[src/rtl/cordic_fp_pkg.sv]
// Shared constants and encodings for the CORDIC floating-point conversion stages.
//   EXP_W / MANT_W / BIAS : IEEE-754 single-precision field widths and exponent bias
//   f2f_state_t           : conversion FSM state encoding
//   pack_ieee()           : assembles {sign, exponent, mantissa} into a 32-bit word
package cordic_fp_pkg;

    localparam int EXP_W  = 8;
    localparam int MANT_W = 23;
    localparam int BIAS   = 127;

    typedef enum logic [1:0] {
        IDLE = 2'd0,
        NORM = 2'd1,
        PACK = 2'd2,
        DONE = 2'd3
    } f2f_state_t;

    function automatic logic [EXP_W+MANT_W:0] pack_ieee(
        input logic              sign,
        input logic [EXP_W-1:0]  exponent,
        input logic [MANT_W-1:0] mantissa
    );
        return {sign, exponent, mantissa};
    endfunction

endpackage

[src/rtl/cordic_fix2float_regs.sv]
// Small storage primitives used by cordic_fix2float.
//   upCounterRE    : up counter with synchronous clear (init) and count enable (en)
//                    ports: clk, rst (async, active-low), init, en, count[WIDTH]
//   register_param : loadable register
//                    ports: clk, rst (async, active-low), load, d[WIDTH], q[WIDTH]
module upCounterRE #(
    parameter int WIDTH = 4
) (
    input  logic             clk,
    input  logic             rst,
    input  logic             init,
    input  logic             en,
    output logic [WIDTH-1:0] count
);

    always_ff @(posedge clk or negedge rst) begin
        if (!rst) begin
            count <= '0;
        end else if (init) begin
            count <= '0;
        end else if (en) begin
            count <= count + WIDTH'(1);
        end
    end

endmodule

module register_param #(
    parameter int WIDTH = 32
) (
    input  logic             clk,
    input  logic             rst,
    input  logic             load,
    input  logic [WIDTH-1:0] d,
    output logic [WIDTH-1:0] q
);

    always_ff @(posedge clk or negedge rst) begin
        if (!rst) begin
            q <= '0;
        end else if (load) begin
            q <= d;
        end
    end

endmodule

[src/rtl/cordic_fix2float.sv]
// Converts one signed fixed-point value (Q INT_SIZE.FLOAT_SIZE, two's complement)
// into an IEEE-754 single-precision word. The magnitude is normalised one bit per
// clock, so latency depends on the number of leading zeros.
// Ports:
//   clk       rising-edge clock
//   rst       asynchronous reset, active-low
//   in_valid  fix_in is valid            in_ready  high only while idle
//   fix_in    signed fixed-point operand (W = INT_SIZE + FLOAT_SIZE bits)
//   out_valid float_out is valid, held until out_ready
//   out_ready consumer takes float_out   float_out {sign, exp[7:0], mant[22:0]}
//   busy      conversion in progress
// Build option: define CORDIC_F2F_ROUND_EN for round-to-nearest-even mantissa;
// otherwise the bits below the mantissa are truncated.
module cordic_fix2float
    import cordic_fp_pkg::*;
#(
    parameter int FLOAT_SIZE = 24,
    parameter int INT_SIZE   = 8
) (
    input  logic                           clk,
    input  logic                           rst,
    input  logic                           in_valid,
    output logic                           in_ready,
    input  logic [INT_SIZE+FLOAT_SIZE-1:0] fix_in,
    output logic                           out_valid,
    input  logic                           out_ready,
    output logic [31:0]                    float_out,
    output logic                           busy
);

    localparam int W     = INT_SIZE + FLOAT_SIZE;
    localparam int CNT_W = $clog2(W) + 1;
    // Exponent of a value whose leading one already sits in the MSB.
    localparam logic [EXP_W-1:0] EXP_BASE = EXP_W'(W - 1 - FLOAT_SIZE + BIAS);

    f2f_state_t        state, state_nx;
    logic              accept, shift, pack_en;
    logic              sign_q;
    logic [W-1:0]      mag_q, mag_in;
    logic [CNT_W-1:0]  cnt;
    logic [MANT_W-1:0] mant_val;
    logic [EXP_W-1:0]  exp_val;
    logic [31:0]       packed_word;

    // ---------------------------------------------------------------- FSM
    always_ff @(posedge clk or negedge rst) begin
        if (!rst) begin
            state <= IDLE;
        end else begin
            state <= state_nx;
        end
    end

    always_comb begin
        state_nx = state;
        accept   = 1'b0;
        shift    = 1'b0;
        pack_en  = 1'b0;
        case (state)
            IDLE: begin
                if (in_valid) begin
                    accept   = 1'b1;
                    state_nx = NORM;
                end
            end
            NORM: begin
                if (mag_q == '0 || mag_q[W-1]) begin
                    state_nx = PACK;
                end else begin
                    shift = 1'b1;
                end
            end
            PACK: begin
                pack_en  = 1'b1;
                state_nx = DONE;
            end
            DONE: begin
                if (out_ready) begin
                    state_nx = IDLE;
                end
            end
            default: state_nx = IDLE;
        endcase
    end

    assign in_ready  = (state == IDLE);
    assign busy      = (state != IDLE);
    assign out_valid = (state == DONE);

    // ---------------------------------------------------------------- datapath
    // The most negative input negates to itself, which is already the correct
    // unsigned magnitude.
    assign mag_in = fix_in[W-1] ? (~fix_in + W'(1)) : fix_in;

    always_ff @(posedge clk or negedge rst) begin
        if (!rst) begin
            sign_q <= 1'b0;
            mag_q  <= '0;
        end else if (accept) begin
            sign_q <= fix_in[W-1];
            mag_q  <= mag_in;
        end else if (shift) begin
            mag_q  <= mag_q << 1;
        end
    end

    upCounterRE #(
        .WIDTH(CNT_W)
    ) u_shift_cnt (
        .clk  (clk),
        .rst  (rst),
        .init (accept),
        .en   (shift),
        .count(cnt)
    );

`ifdef CORDIC_F2F_ROUND_EN
    // Bits below the guard position all feed the sticky bit.
    localparam logic [W-1:0] STICKY_MASK = (W'(1) << (W - MANT_W - 2)) - W'(1);

    logic              guard, sticky, lsb, rnd_inc;
    logic [MANT_W:0]   mant_sum;

    always_comb begin
        guard    = mag_q[W-MANT_W-2];
        lsb      = mag_q[W-MANT_W-1];
        sticky   = |(mag_q & STICKY_MASK);
        rnd_inc  = guard && (sticky || lsb);
        mant_sum = {1'b0, mag_q[W-2 -: MANT_W]} + {{MANT_W{1'b0}}, rnd_inc};
        // A carry out of the mantissa leaves its low bits zero and bumps the exponent.
        mant_val = mant_sum[MANT_W-1:0];
        exp_val  = EXP_BASE - EXP_W'(cnt) + EXP_W'(mant_sum[MANT_W]);
    end
`else
    always_comb begin
        mant_val = mag_q[W-2 -: MANT_W];
        exp_val  = EXP_BASE - EXP_W'(cnt);
    end
`endif

    // Zero magnitude encodes as +0.0 regardless of input sign.
    assign packed_word = (mag_q == '0) ? '0 : pack_ieee(sign_q, exp_val, mant_val);

    register_param #(
        .WIDTH(32)
    ) u_float_reg (
        .clk (clk),
        .rst (rst),
        .load(pack_en),
        .d   (packed_word),
        .q   (float_out)
    );

endmodule

[config.mk]
export PLATFORM = sky130hd
export DESIGN_NAME = cordic_fix2float
export DESIGN_NICKNAME = d
export VERILOG_FILES = /design/src/rtl/cordic_fp_pkg.sv /design/src/rtl/cordic_fix2float_regs.sv /design/src/rtl/cordic_fix2float.sv
export SDC_FILE = /design/constraint.sdc
export NUM_CORES = 1
export LEC_CHECK = 0
export CAP_MARGIN = 20
export CORE_MARGIN = 2
export CORE_UTILIZATION = 42
export DETAILED_ROUTE_END_ITERATION = 7
export DONT_BUFFER_PORTS = 1
export PLACE_DENSITY = 0.53
export REMOVE_ABC_BUFFERS = 1
export SKIP_CTS_REPAIR_TIMING = 1
export SLEW_MARGIN = 20
export SYNTH_ARGS = -nofsm -noshare
export SYNTH_HDL_FRONTEND = slang
export SYNTH_SLANG_ARGS = --single-unit
[constraint.sdc]
create_clock -name clk -period 2.5 [get_ports clk]
set_input_delay 0.375 -clock clk [delete_from_list [all_inputs] [get_ports clk]]
set_output_delay 0.375 -clock clk [all_outputs]
set_load 0.005 [all_outputs]
==> metrics.csv, run 1 <==
stage,metric,value,unit
power_and_ir_drop,Static Leakage,1.869,nW
timing,worst-margin pin slew,744.9,ps
timing,Slew HR,0.5034,
clock_network,H-tree levels,3,
final_layout,final layout net count,414,
timing,unrepaired setup endpoints after global routing,false,
min_path,hold path start,fix_in[0],
worst_setup_path,worst path required time,2700,ps
clock_network,worst-skew pair later-pin latency,350,ps
final_layout,share of layout cells above drive strength 1,0.1088,
clock_network,Clock Tree Buf Depth,2,
global_route,"Remaining Overflow, GRT",0,
power_and_ir_drop,P per Cell Area,1116,nW/um^2
min_path,hold path depth,2,
synthesis,Synth warnings,0,
synthesis,Yosys reg bits,73,
synthesis,unique cell type count in the Yosys netlist,47,
placement,gpl congestion,0.7620,
synthesis,"Seq/Total Area, Yosys",0.4611,
power_and_ir_drop,total power,4.827,mW
timing,min Tclk post-route,2161,ps
placement,I/O Buffers,0,
synthesis,Synth top area share,0.4611,
timing,# setup viols final,0,
die,die extent in y,101.1,um
timing,"Hold Vio Cnt, Final",0,
synthesis,Post-Syn Area,3961,um^2
synthesis,Syn Area/Cell,10.45,um^2
die,Initial Utilization,0.4307,
power_and_ir_drop,VDD IR-drop max,0.4277,mV
global_route,Total GRT Usage,0.1991,
worst_setup_path,CP startpoint kind,flip-flop,
min_path,hold path endpoint,mag_q[0],
route,Routed Antenna Nets,0,
synthesis,synth top area cells,"dfrtp_1 46%, a22o_1 5.7%, xor2_1 5.5%, o221ai_1 4.9%, mux2i_1 4.0%",
clock_network,CTS tree,done,
worst_setup_path,R2R Setup Slk,340,ps
final_layout,most frequent cells in the layout,"73 x dfrtp_1, 34 x nand2_1, 26 x a22o_1, 26 x nand3_1, 25 x xor2_1",
worst_setup_path,Critical Path Fanout Max,63,
global_route,number of global-route vias before repair,2979,
route,average vias per placed instance,6.096,
route,Avg WL per Cell,19.79,um
worst_setup_path,crit path DAT,2360,ps
clock_network,Worst-path clk slew,80,ps
timing,period utilization,0.8644,
global_route,first-pass GRT wire length,15770,um
placement,HPWL after DPL,6661,um
route,residual DRC count,0,
final_layout,synth-to-layout area growth,9.160,%
route,DRT iter0 DRCs,104,
final_layout,"most common cell after layout, fill and taps aside",dfrtp_1,
timing,"Slew Viols, Final",0,
timing,max frequency,462.7,MHz
synthesis,largest area contributor in the netlist,dfrtp_1,
clock_network,cts bufs inserted,9,
clock_network,clk root buf,clkbuf_8,
synthesis,Post-synth EDFFs,0,
synthesis,"Top FF cell, synth",dfrtp_1,
final_layout,final core utilization,0.4702,
min_path,HP Class,primary input to flip-flop,
worst_setup_path,R2R Path End,mag_q[7],
route,TritonRoute pass-1 iters,4,
synthesis,Post-Syn Instances,379,
worst_setup_path,r2r worst-path depth,6,
worst_setup_path,R2R Path Start,mag_q[17],
die,die outline area,10220,um^2
die,Rows,35,
placement,Post-Place Setup Slack,349.5,ps
die,I/O pins,71,
synthesis,"Async S/R FF share, synth",1.000,
timing,final setup TNS,0,ps
final_layout,# diodes,0,
route,final wirelength,9659,um
timing,Worst Clk Skew,11.44,ps
timing,worst setup margin,339.0,ps
worst_setup_path,CP Capture Type,flip-flop,
flow_run,maxcap violations,0,
global_route,antenna violations before repair,0,
die,Die Width,101.1,um
global_route,largest net degree at the start of global routing,74,
run_status,status,finished clean,
worst_setup_path,critical path type,flip-flop to flip-flop,
die,core area,9196,um^2
route,Vias,2975,
clock_network,CTS Sinks,73,
[worst max-delay path: stages (launching register included)]
cell and delay, ps:
dfrtp_1 430, nor4_1 430, nand4_1 270, o21ai_4 260, buf_12 300, mux2i_1 220
o21ai_0 80
[per-stage QoR]
| stage | instance area [um^2] | hold slack [ps] | std cells |
|---|---|---|---|
| floorplan | 3857 | 79.41 | 353 |
| global placement | 4066 | 81.24 | 470 |
| global route | 4324 | 198.1 | 488 |
| finish | 4324 | 206.0 | 488 |
| detailed placement | 4071 | 81.30 | 470 |
| CTS | 4287 | -303.6 | 486 |
[power breakdown]
group          leakage [nW]  switching (mW)  internal (mW)
clock                 0.105           0.451          0.541
sequential            0.929           0.460           1.68
combinational         0.835           0.930          0.763
[how the worst max path moves through the flow]
stage / startpoint / cells after the start / end / slack (ps)
2_1_floorplan: mag_q[17] / 5 / state[1] / -640
4_1_cts: mag_q[17] / 6 / mag_q[7] / 340
5_1_grt: mag_q[17] / 6 / mag_q[5] / 150
3_3_place_gp: state[0] / 5 / u_float_reg.q[28] / 320
3_5_place_dp: mag_q[17] / 6 / mag_q[7] / 350
6_report: mag_q[17] / 6 / mag_q[7] / 340
[cells in the mapped netlist, drive strengths merged (6+ instances only)]
library cell,instances
clkbuf,22
o41ai,10
xnor2,7
o31ai,7
or3,6
o21ai,18
nor2,13
nor3,6
xor2,25
mux2i,16
dfrtp,73
a22o,26
nand3,27
a21oi,6
nand2,35
o221ai,22
ha,6
o2bb2ai,6
inv,8
nor4,11
[flip-flops by register name, indices dropped and copies added, names as in the netlist]
name	cells
mag_q	32
u_float_reg.q	32
u_shift_cnt.count	6
state	2
sign_q	1
[cell type report]
class | instances | area, um^2
timing repair buffer | 8 | 95.09
clock buffer | 12 | 165.2
inverter | 9 | 33.78
sequential | 73 | 1827
clock inverter | 4 | 50.05
multi-input combinational | 271 | 2014
fill | 857 | 4872
tap | 111 | 138.9
[layer usage]
metal	global-route usage	vias up	routed length, um
li1	-	1430	-
met4	0.08316	0	188
met2	0.2970	80	4407
met1	0.2750	1450	4548
met3	0.05201	15	515
met5	0	-	0
[cells by family after synthesis]
group,after synthesis,share of synthesized area
flip-flops,73,0.4611
multiplexers,17,0.04327
AO/OA/AOI/OAI,102,0.2113
adder cells (fa/ha/maj),6,0.01895
AND/OR/NAND/NOR,114,0.1598
buffers and inverters,35,0.03474
XOR/XNOR,32,0.07075
(Power assumes the default switching activity.)
==> inputs of run 2 (changes only) <==
RECOVER_POWER = 25   (was default)
==> run 2 against run 1 <==
Compared with the run above: the flow now finishes with violations (capacitance limit, slew limit); via count is essentially flat; clock power is essentially flat; routed wire length grew 0.25%; utilization shrank 0.24 points; power is essentially flat; largest power group unchanged.
==> metrics.csv, run 2 (synthesis gave the netlist of run 1 again) <==
stage,metric,value,unit,change
timing,"Hold Vio Cnt, Final",0,,unchanged
flow_run,maxcap violations,1,,+1
die,Initial Utilization,0.4307,,unchanged
worst_setup_path,R2R Path Start,mag_q[17],,
final_layout,share of layout cells above drive strength 1,0.1088,,unchanged
timing,unrepaired setup endpoints after global routing,false,,
min_path,hold path depth,2,,unchanged
final_layout,# diodes,0,,unchanged
final_layout,final core utilization,0.4678,,-0.002449
min_path,HP Class,primary input to flip-flop,,
run_status,status,"finished, violations left",,
global_route,number of global-route vias before repair,2979,,unchanged
timing,"Slew Viols, Final",74,,+74
worst_setup_path,R2R Setup Slk,340,ps,about the same
worst_setup_path,CP Capture Type,flip-flop,,
final_layout,Multi-input gate area,2014,um^2,unchanged
final_layout,"most common cell after layout, fill and taps aside",dfrtp_1,,
worst_setup_path,CP startpoint kind,flip-flop,,
route,TritonRoute pass-1 iters,4,,unchanged
die,Die Width,101.1,um,unchanged
power_and_ir_drop,Clock Power Share,0.206,,about the same
final_layout,final layout net count,414,,unchanged
power_and_ir_drop,P_int,2.982,mW,-0.14%
run_status,failing checks,"capacitance limit, slew limit",,
timing,min Tclk post-route,2161,ps,-0.004000 ps
clock_network,cts bufs inserted,9,,unchanged
global_route,antenna violations before repair,0,,unchanged
timing,Worst Clk Skew,11.42,ps,-0.01970 ps
clock_network,CTS Sinks,73,,unchanged
power_and_ir_drop,Comb pwr share,0.350,,about the same
global_route,largest net degree at the start of global routing,74,,unchanged
route,final wirelength,9683,um,+0.25%
global_route,Total GRT Usage,0.1991,,unchanged
final_layout,synth-to-layout area growth,8.591,%,
power_and_ir_drop,sequential fraction of design power,0.444,,about the same
clock_network,clk root buf,clkbuf_8,,
timing,period utilization,0.8644,,about the same
route,Avg WL per Cell,19.84,um,+0.25%
placement,I/O Buffers,0,,unchanged
worst_setup_path,worst setup path start,mag_q[17],,
placement,gpl congestion,0.7620,,unchanged
worst_setup_path,crit path DAT,2360,ps,about the same
route,Routed Antenna Nets,0,,unchanged
die,die outline area,10220,um^2,unchanged
clock_network,H-tree levels,3,,unchanged
power_and_ir_drop,VDD IR-drop max,0.4275,mV,about the same
route,Vias,2976,,+0.034%
timing,# setup viols final,0,,unchanged
timing,max frequency,462.7,MHz,about the same
route,DRT iter0 DRCs,104,,unchanged
final_layout,fillers,860,,+0.35%
worst_setup_path,Critical Path Fanout Max,63,,unchanged
timing,Slew HR,-0.09575,,-0.5991
route,residual DRC count,0,,unchanged
global_route,"Remaining Overflow, GRT",0,,unchanged
final_layout,Largest regs,"mag_q (32), u_float_reg.q (32), u_shift_cnt.count (6)",,
final_layout,most frequent cells in the layout,"73 x dfrtp_1, 34 x nand2_1, 26 x a22o_1, 26 x nand3_1, 25 x xor2_1",,
die,die extent in y,101.1,um,unchanged
clock_network,Worst-path clk slew,80,ps,about the same
global_route,first-pass GRT wire length,15770,um,unchanged
route,average vias per placed instance,6.098,,about the same
die,I/O pins,71,,unchanged
timing,final setup TNS,0,ps,unchanged
final_layout,Register Area,1827,um^2,unchanged
power_and_ir_drop,total power,4.823,mW,about the same
placement,HPWL after DPL,6661,um,unchanged
power_and_ir_drop,P per Cell Area,1121,nW/um^2,+0.43%
clock_network,worst-skew pair later-pin latency,350,ps,about the same
worst_setup_path,worst path required time,2700,ps,about the same
min_path,hold path endpoint,mag_q[0],,
worst_setup_path,R2R Path End,mag_q[7],,
worst_setup_path,critical path type,flip-flop to flip-flop,,
power_and_ir_drop,Static Leakage,1.860,nW,-0.47%
power_and_ir_drop,Sw Share,0.3817,,about the same
power_and_ir_drop,Sw Pwr,1.841,mW,about the same
clock_network,Clock Tree Buf Depth,2,,unchanged
die,Rows,35,,unchanged
timing,worst-margin pin slew,1644,ps,+898.7 ps
die,core area,9196,um^2,unchanged
min_path,hold path start,fix_in[0],,
timing,hold_ws,205.4,ps,-0.5860 ps
worst_setup_path,r2r worst-path depth,6,,unchanged
clock_network,CTS tree,done,,
[run 2: changes by cell type in the layout (fill, tap and decap cells not counted)]
cell / previous run / this run
buf_16: 1 / 0
buf_2: 0 / 1
[run 2: layout make-up]
cell class / instances / share of cell area
Clock inverter: 4 / 0.01163
Sequential cell: 73 / 0.4247
Multi-Input combinational cell: 271 / 0.4683
Clock buffer: 12 / 0.03839
Tap cell: 111 / 0.03229
Timing Repair Buffer: 8 / 0.01687
Inverter: 9 / 0.007853
[run 2: metrics by stage]
stage          instances  area [um^2]  setup WS (ps)
2_1_floorplan        353         3857         -643.3
3_3_place_gp         470         4066          320.6
3_5_place_dp         470         4071          349.5
4_1_cts              486         4287          335.2
5_1_grt              488         4302          147.2
6_report             488         4302          339.0
[run 2: worst max-delay path: stages, from the launching register on]
cell	delay [ps]
dfrtp_1	430
nor4_1	430
nand4_1	270
o21ai_4	260
buf_12	300
mux2i_1	220
o21ai_0	80
[run 2: worst max-delay path by stage]
stage                              endpoint  slack (ps)
final                              mag_q[7]         340
after global routing      u_float_reg.q[22]         150
after CTS                          mag_q[7]         340
after detailed placement           mag_q[7]         350
after global placement    u_float_reg.q[28]         320
after floorplan                    state[1]        -640
[run 2: power by group through the flow]
stage / Clock [mW] / Combinational (mW) / Sequential [mW]
2_1_floorplan: 0 / 1.28 / 2.02
4_1_cts: 1.01 / 1.68 / 2.15
6_report: 0.992 / 1.69 / 2.14
3_5_place_dp: 0 / 1.68 / 2.17
3_3_place_gp: 0 / 1.63 / 2.16
5_1_grt: 1.07 / 1.91 / 2.21
[run 2: metal layers]
layer,vias to the layer above,track usage,part of all wire
li1,1430,-,-
met1,1450,0.2750,0.47
met2,81,0.2970,0.46
met3,15,0.05201,0.053
met4,0,0.08316,0.019
met5,-,0,0
